### src/rtl/key_event_decoder_pkg.sv
// Shared types for the key event decoder: event and FSM encodings.
// The event word is {type, code} and travels through the FIFO as-is.
package key_evt_pkg;

    typedef enum logic [1:0] {
        EV_PRESS   = 2'b00,
        EV_REPEAT  = 2'b01,
        EV_RELEASE = 2'b10
    } ev_type_e;

    typedef enum logic [1:0] {
        IDLE    = 2'b00,
        PRESSED = 2'b01,
        HELD    = 2'b10
    } fsm_state_e;

    localparam int EV_W = 6;

    typedef struct packed {
        ev_type_e   ev_type;
        logic [3:0] code;
    } key_ev_t;

    function automatic key_ev_t mk_ev(ev_type_e t, logic [3:0] c);
        key_ev_t e;
        e.ev_type = t;
        e.code    = c;
        return e;
    endfunction

endpackage

### src/rtl/key_event_decoder_if.sv
// Event handshake between the decoder (master) and the
// time-setting controller (slave).
interface key_event_decoder_if;

    logic       ev_valid;
    logic       ev_ready;
    logic [3:0] ev_code;
    logic [1:0] ev_type;

    modport master (
        output ev_valid,
        output ev_code,
        output ev_type,
        input  ev_ready
    );

    modport slave (
        input  ev_valid,
        input  ev_code,
        input  ev_type,
        output ev_ready
    );

endinterface

### src/rtl/key_event_decoder_fifo.sv
// First-word-fall-through event FIFO with sticky drop flag.
// Pointers carry one extra MSB so full and empty are distinguishable.
module key_event_fifo
    import key_evt_pkg::*;
#(
    parameter int DEPTH = 4
) (
    input  logic    clk,
    input  logic    reset,
    input  logic    i_push,
    input  key_ev_t i_data,
    input  logic    i_pop,
    output logic    o_empty,
    output key_ev_t o_head,
    output logic    o_overflow
);

    localparam int AW = $clog2(DEPTH);

    logic [AW:0]     r_wr_ptr;
    logic [AW:0]     r_rd_ptr;
    logic [EV_W-1:0] r_mem [DEPTH];
    logic            r_overflow;

    logic w_empty;
    logic w_full;
    logic w_pop;
    logic w_accept;

    assign w_empty  = (r_wr_ptr == r_rd_ptr);
    assign w_full   = (r_wr_ptr[AW] != r_rd_ptr[AW]) &&
                      (r_wr_ptr[AW-1:0] == r_rd_ptr[AW-1:0]);
    assign w_pop    = i_pop && !w_empty;
    // A pop in the same cycle frees the slot the push needs.
    assign w_accept = i_push && (!w_full || w_pop);

    // Storage, pointers and drop flag; a push never bypasses to the head.
    always_ff @(posedge clk or posedge reset) begin
        if (reset) begin
            r_wr_ptr   <= '0;
            r_rd_ptr   <= '0;
            r_overflow <= 1'b0;
            for (int i = 0; i < DEPTH; i++) begin
                r_mem[i] <= '0;
            end
        end else begin
            if (w_accept) begin
                r_mem[r_wr_ptr[AW-1:0]] <= i_data;
                r_wr_ptr <= r_wr_ptr + {{AW{1'b0}}, 1'b1};
            end
            if (w_pop) begin
                r_rd_ptr <= r_rd_ptr + {{AW{1'b0}}, 1'b1};
            end
            if (i_push && !w_accept) begin
                r_overflow <= 1'b1;
            end
        end
    end

    assign o_empty    = w_empty;
    assign o_head     = key_ev_t'(r_mem[r_rd_ptr[AW-1:0]]);
    assign o_overflow = r_overflow;

endmodule

### src/rtl/key_event_decoder.sv
// Scanner key level -> synchronised, debounced PRESS/REPEAT/RELEASE
// events with auto-repeat, buffered behind a valid/ready FIFO.
module key_event_decoder
    import key_evt_pkg::*;
#(
    parameter int DEBOUNCE_CYCLES = 50000,
    parameter int LONG_CYCLES     = 25000000,
    parameter int REPEAT_CYCLES   = 5000000,
    parameter int FIFO_DEPTH      = 4
) (
    input  logic                       clk,
    input  logic                       reset,
    input  logic                       key_valid,
    input  logic [3:0]                 key_code,
    key_event_decoder_if.master        ev,
    output logic                       key_down,
    output logic                       long_hold,
    output logic                       overflow
);

    localparam int DW = (DEBOUNCE_CYCLES > 1) ?
                        $clog2(DEBOUNCE_CYCLES) : 1;
    localparam int TW = (LONG_CYCLES > 1) ?
                        $clog2(LONG_CYCLES) : 1;

    localparam logic [DW-1:0] DEB_MAX = DW'(DEBOUNCE_CYCLES - 1);
    localparam logic [TW-1:0] T_LONG  = TW'(LONG_CYCLES - 1);
    localparam logic [TW-1:0] T_REP   = TW'(REPEAT_CYCLES - 1);

    logic       r_sync1_valid;
    logic       r_sync2_valid;
    logic [3:0] r_sync1_code;
    logic [3:0] r_sync2_code;

    logic          r_cand_valid;
    logic [3:0]    r_cand_code;
    logic [DW-1:0] r_deb_cnt;
    logic          r_deb_valid;
    logic [3:0]    r_deb_code;

    fsm_state_e    r_state;
    logic [TW-1:0] r_timer;
    logic [3:0]    r_cur_code;
    logic          r_push;
    key_ev_t       r_push_ev;
    logic          r_long_hold;

    logic          w_cand_valid;
    logic [3:0]    w_cand_code;
    logic          w_cand_chg;
    logic [DW-1:0] w_deb_inc;
    logic          w_deb_hit;
    logic          w_drop;
    logic          w_empty;
    key_ev_t       w_head;
    logic          w_overflow;

    // Two-flop synchroniser for the asynchronous scanner outputs.
    always_ff @(posedge clk or posedge reset) begin
        if (reset) begin
            r_sync1_valid <= 1'b0;
            r_sync2_valid <= 1'b0;
            r_sync1_code  <= '0;
            r_sync2_code  <= '0;
        end else begin
            r_sync1_valid <= key_valid;
            r_sync2_valid <= r_sync1_valid;
            r_sync1_code  <= key_code;
            r_sync2_code  <= r_sync1_code;
        end
    end

    // The code is meaningless while no key is held, so it is masked.
    assign w_cand_valid = r_sync2_valid;
    assign w_cand_code  = r_sync2_valid ? r_sync2_code : 4'h0;
    assign w_cand_chg   = {w_cand_valid, w_cand_code} !=
                          {r_cand_valid, r_cand_code};
    assign w_deb_inc    = r_deb_cnt + DW'(1);
    // Load as the counter steps onto its terminal value (or sits there).
    assign w_deb_hit    = !w_cand_chg &&
                          ((r_deb_cnt == DEB_MAX) || (w_deb_inc == DEB_MAX));

    // Debounce: accept the candidate once it has stayed unchanged.
    always_ff @(posedge clk or posedge reset) begin
        if (reset) begin
            r_cand_valid <= 1'b0;
            r_cand_code  <= '0;
            r_deb_cnt    <= '0;
            r_deb_valid  <= 1'b0;
            r_deb_code   <= '0;
        end else begin
            r_cand_valid <= w_cand_valid;
            r_cand_code  <= w_cand_code;
            if (w_cand_chg) begin
                r_deb_cnt <= '0;
            end else if (r_deb_cnt != DEB_MAX) begin
                r_deb_cnt <= w_deb_inc;
            end
            if (w_deb_hit) begin
                r_deb_valid <= w_cand_valid;
                r_deb_code  <= w_cand_code;
            end
        end
    end

    // Release and code change both end the current key.
    assign w_drop = !r_deb_valid || (r_deb_code != r_cur_code);

    // Event FSM; one shared timer measures hold and repeat intervals.
    always_ff @(posedge clk or posedge reset) begin
        if (reset) begin
            r_state     <= IDLE;
            r_timer     <= '0;
            r_cur_code  <= '0;
            r_push      <= 1'b0;
            r_push_ev   <= '0;
            r_long_hold <= 1'b0;
        end else begin
            r_push  <= 1'b0;
            r_timer <= r_timer + TW'(1);
            unique case (r_state)
                IDLE: begin
                    if (r_deb_valid) begin
                        r_push     <= 1'b1;
                        r_push_ev  <= mk_ev(EV_PRESS, r_deb_code);
                        r_cur_code <= r_deb_code;
                        r_timer    <= '0;
                        r_state    <= PRESSED;
                    end
                end
                PRESSED: begin
                    if (w_drop) begin
                        r_push    <= 1'b1;
                        r_push_ev <= mk_ev(EV_RELEASE, r_cur_code);
                        r_state   <= IDLE;
                    end else if (r_timer == T_LONG) begin
                        r_push      <= 1'b1;
                        r_push_ev   <= mk_ev(EV_REPEAT, r_cur_code);
                        r_timer     <= '0;
                        r_state     <= HELD;
                        r_long_hold <= 1'b1;
                    end
                end
                HELD: begin
                    if (w_drop) begin
                        r_push      <= 1'b1;
                        r_push_ev   <= mk_ev(EV_RELEASE, r_cur_code);
                        r_state     <= IDLE;
                        r_long_hold <= 1'b0;
                    end else if (r_timer == T_REP) begin
                        r_push    <= 1'b1;
                        r_push_ev <= mk_ev(EV_REPEAT, r_cur_code);
                        r_timer   <= '0;
                    end
                end
                default: begin
                    r_state     <= IDLE;
                    r_long_hold <= 1'b0;
                end
            endcase
        end
    end

    key_event_fifo #(
        .DEPTH      (FIFO_DEPTH)
    ) u_fifo (
        .clk        (clk),
        .reset      (reset),
        .i_push     (r_push),
        .i_data     (r_push_ev),
        .i_pop      (ev.ev_ready),
        .o_empty    (w_empty),
        .o_head     (w_head),
        .o_overflow (w_overflow)
    );

    assign ev.ev_valid = !w_empty;
    assign ev.ev_code  = w_head.code;
    assign ev.ev_type  = w_head.ev_type;
    assign key_down    = r_deb_valid;
    assign long_hold   = r_long_hold;
    assign overflow    = w_overflow;

endmodule

### src/flat_wrapper.sv
// flat-port wrapper written by rule: the top's interface ports become plain ports
module key_event_decoder_flat import key_evt_pkg::*;
#(
    parameter int DEBOUNCE_CYCLES = 50000,
    parameter int LONG_CYCLES     = 25000000,
    parameter int REPEAT_CYCLES   = 5000000,
    parameter int FIFO_DEPTH      = 4
)
  (clk, reset, key_valid, key_code, key_down, long_hold, overflow, ev_ev_valid, ev_ev_code, ev_ev_type, ev_ev_ready);
  key_event_decoder_if ev_i ();
  input  logic clk;
  input  logic reset;
  input  logic key_valid;
  input  logic [3:0] key_code;
  output logic key_down;
  output logic long_hold;
  output logic overflow;
  output wire logic [$bits(ev_i.ev_valid)-1:0] ev_ev_valid;
  output wire logic [$bits(ev_i.ev_code)-1:0] ev_ev_code;
  output wire logic [$bits(ev_i.ev_type)-1:0] ev_ev_type;
  input wire logic [$bits(ev_i.ev_ready)-1:0] ev_ev_ready;
  assign ev_ev_valid = ev_i.ev_valid;
  assign ev_ev_code = ev_i.ev_code;
  assign ev_ev_type = ev_i.ev_type;
  assign ev_i.ev_ready = ev_ev_ready;
  key_event_decoder #(.DEBOUNCE_CYCLES(DEBOUNCE_CYCLES), .LONG_CYCLES(LONG_CYCLES), .REPEAT_CYCLES(REPEAT_CYCLES), .FIFO_DEPTH(FIFO_DEPTH)) u_core (.clk(clk), .reset(reset), .key_valid(key_valid), .key_code(key_code), .ev(ev_i), .key_down(key_down), .long_hold(long_hold), .overflow(overflow));
endmodule
### config.mk
export PLATFORM = sky130hd
export DESIGN_NAME = key_event_decoder_flat
export DESIGN_NICKNAME = d
export VERILOG_FILES = /design/src/rtl/key_event_decoder_pkg.sv /design/src/rtl/key_event_decoder_if.sv /design/src/rtl/key_event_decoder_fifo.sv /design/src/rtl/key_event_decoder.sv /design/src/flat_wrapper.sv
export SDC_FILE = /design/constraint.sdc
export NUM_CORES = 1
export LEC_CHECK = 0
export BUFFER_PORTS_ARGS = -buffer_cell sky130_fd_sc_hd__buf_2
export CAP_MARGIN = 20
export CORE_MARGIN = 3
export CORE_UTILIZATION = 30
export CTS_CLUSTER_SIZE = 28
export DETAILED_ROUTE_END_ITERATION = 7
export GPL_ROUTABILITY_DRIVEN = 1
export SYNTH_ARGS = -nofsm -noshare
export SYNTH_HDL_FRONTEND = slang
export SYNTH_SLANG_ARGS = --single-unit
### constraint.sdc
create_clock -name clk -period 5.5 [get_ports clk]
set_clock_uncertainty 0.2 [all_clocks]
set_input_delay 1.375 -clock clk [delete_from_list [all_inputs] [get_ports clk]]
set_output_delay 1.375 -clock clk [all_outputs]
set_load 0.005 [all_outputs]
==> reports/metrics.csv <==
metric;value;unit
worst vdd rail ir drop;0.184;mV
Starting Density;30.7;%
die width;136;µm
Core Area;16600;µm²
Cell Pwr Density;290;nW/µm²
RSZ-0062 raised after global routing;false;
# DRC;0;
CTS Sinks;106;
Power Total;1.67;mW
Post-Route WL;9210;µm
final instance area;5760;µm²
Worst EP arrival;1700;ps
hold path start;u_core.r_sync1_code[3];
final-report max-slew violation count;0;
Num CTS Buffers;9;
number of routed nets with antenna violations;0;
min cycle time layout;3280;ps
crit-path cells;mux4_2 -> buf_2;
Final period util;59.6;%
Netlist cell types;49;
initial antenna violation count;0;
Mapped Avg Cell Area;11.5;µm²
fraction of registers with async set/reset;100;%
top cell type's share of synthesized area;52.1;%
Fmax achieved;305;MHz
Finish-stage setup viols;0;
Pint;1.31;mW
switching share of power;21.4;%
IO Count;18;
vias in the first global route;3352;
Pre-antenna DRT Iters;4;
CP max-delay cell;dfrtp_1;
area grow syn2layout;13.1;%
Final Core Density;34.8;%
Clock power frac;44.6;%
share of layout cells above drive strength 1;20.1;%
global-route wire length before repair;16100;µm
Cell Area, Synth;5100;µm²
Crit path largest cell delay;650;ps
nature of the critical path endpoint;output pin;
crit path max fanout;9;
number of port buffers;17;
synth warn;0;
post-synthesis sequential area ratio;52.1;%
CTS root buf;clkbuf_16;
Die H;136;µm
critical path data required time;3920;ps
largest net degree at the start of global routing;72;
Synth area leader;dfrtp_1;
largest cells by area after synthesis;dfrtp_1, mux2_2, xnor2_1;
Clock Pin Slew Worst Setup and Hold Paths;70;ps
number of flops mapped to enable cells by yosys;0;
Worst setup SP type;flop;
status;finished clean;
worst r2r dst;u_core.r_push_ev[3];
Static Leak;2.54;nW
Min-Delay Path Class;reg -> reg;
main flop type after synthesis;dfrtp_1;
Psw;358;µW
total setup buffers inserted after CTS;0;
# hold bufs at CTS;0;
reg2reg setup slack;2470;ps
grt total ovfl;0;
drt initial violations;174;
cells resized by post-CTS repair;0;
Max H-tree Level;3;
Seq cells post-synth;106;
Hold Path End;u_core.r_sync2_code[3];
syn nets;465;
via density per instance;4.80;
Final Hold Viols;0;
Cells after Synth;445;
die footprint;18600;µm²
# rows;47;
crit path kind;reg -> out;
drt wl/cell;13.4;µm
GR Util All Layers;10.7;%
part of the power in registers;49.9;%
Nets;482;
GP Congestion;0.866;
most frequent cells in the layout;dfrtp_1, nor2_1, mux2_2, xnor2_1, nand2_1;
Gate power share;5.5;%
hold depth;0;
diode count;0;
worst-skew pair later-pin latency;350;ps
DR vias;3297;
max-cap viol count;0;
commonest non-fill, non-tap cell in the layout;dfrtp_1;
Final TNS setup;0;ps
Tightest Pin Transition;877;ps
DP Area;5410;µm²
clock buffer depth;2;
R2R cell count;6;
CTS tree;built;
slew margin rel.;41.5;%
HPWL after detailed placement;6510;µm
worst r2r src;u_core.r_timer[6];
==> through the flow <==
step | cells | hold WS [ps] | setup WS (ps)
floorplan | 445 | 131 | 1140
global placement | 671 | 137 | 2560
detailed placement | 671 | 136 | 2500
CTS | 687 | 153 | 2180
global route | 687 | 169 | 2080
finish | 687 | 151 | 2220
==> Yosys cell counts (5+ instances only) <==
library cell	instances
nand3_1	23
ha_1	12
xnor2_1	31
nor3_1	9
clkbuf_1	11
dfrtp_1	106
inv_1	12
and3_1	6
and2_1	5
mux2_2	44
nand2_1	25
a21oi_1	7
mux4_2	6
nand4_1	11
nor2_1	56
nor2b_1	5
o21ai_0	7
xor2_1	19
==> power groups by stage <==
stage | registers, mW | logic, mW | clock network [mW]
after floorplan | 0.821 | 0.0976 | 0
after global placement | 0.849 | 0.0889 | 0
after detailed placement | 0.851 | 0.0946 | 0
after CTS | 0.835 | 0.0959 | 0.770
after global routing | 0.840 | 0.103 | 0.797
final | 0.834 | 0.0923 | 0.746
==> worst max path at each step <==
stage,slack [ps],start,cells after the start,endpoint
floorplan,1140,reset,1,u_core.key_down
global placement,2560,u_core.r_timer[12],6,u_core.r_push_ev[3]
detailed placement,2500,u_core.r_timer[12],6,u_core.r_push_ev[2]
CTS,2180,u_core.u_fifo.r_rd_ptr[0],2,ev_ev_code[0]
global route,2080,u_core.u_fifo.r_rd_ptr[0],2,ev_ev_code[3]
finish,2220,u_core.u_fifo.r_rd_ptr[0],2,ev_ev_code[0]
==> state kept, by name, summed over array words and instances (netlist names) <==
register,cells
u_core.u_fifo.r_mem,24
u_core.r_deb_cnt,16
u_core.r_state,2
u_core.u_fifo.o_overflow,1
u_core.r_sync1_code,4
u_core.key_down,1
u_core.r_cand_valid,1
u_core.r_cur_code,4
u_core.u_fifo.r_wr_ptr,3
u_core.r_sync2_valid,1
u_core.r_sync2_code,4
u_core.r_cand_code,4
u_core.r_push_ev,6
u_core.r_push,1
u_core.r_timer,25
u_core.u_fifo.r_rd_ptr,3
u_core.r_sync1_valid,1
u_core.r_deb_code,4
u_core.long_hold,1
==> worst max-delay path, delay by kind of cell, from the launching register on <==
kind / cells / cell delay [ps]
buffers and inverters: 1 / 140
flip-flops: 1 / 650
multiplexers: 1 / 570
==> layer usage <==
layer  routed length (µm)  global-route usage [%]  part of all wire, %  vias up
met5                    0                       0                    0        -
met4                  158                    3.98                  1.7        0
met3                  370                    2.85                  4.0       14
met2                 4140                    16.3                   45       54
met1                 4540                    14.7                   49     1643
li1                     -                       -                    -     1586
==> logic make-up (layout without fill, tap and decap cells) <==
kind of cell,Yosys count,count (layout),synth area share [%]
DFF,106,106,52.1
muxes,52,52,12.8
adders and majority gates,12,12,2.95
buffers and inverters,25,47,2.14
AOI/OAI and AO/OA,34,34,4.89
and+or+nand+nor,166,166,16.6
xor gates and xnor gates,50,50,8.59
==> cell type report <==
cell class | instances | area, µm²
multi-input combinational | 314 | 2330
clock buffer | 11 | 253
sequential | 106 | 2650
timing repair buffer | 19 | 100
inverter | 12 | 47.5
fill | 1651 | 10800
tap | 220 | 275
clock inverter | 5 | 100
Note: power is estimated with default switching activity, not from simulation.
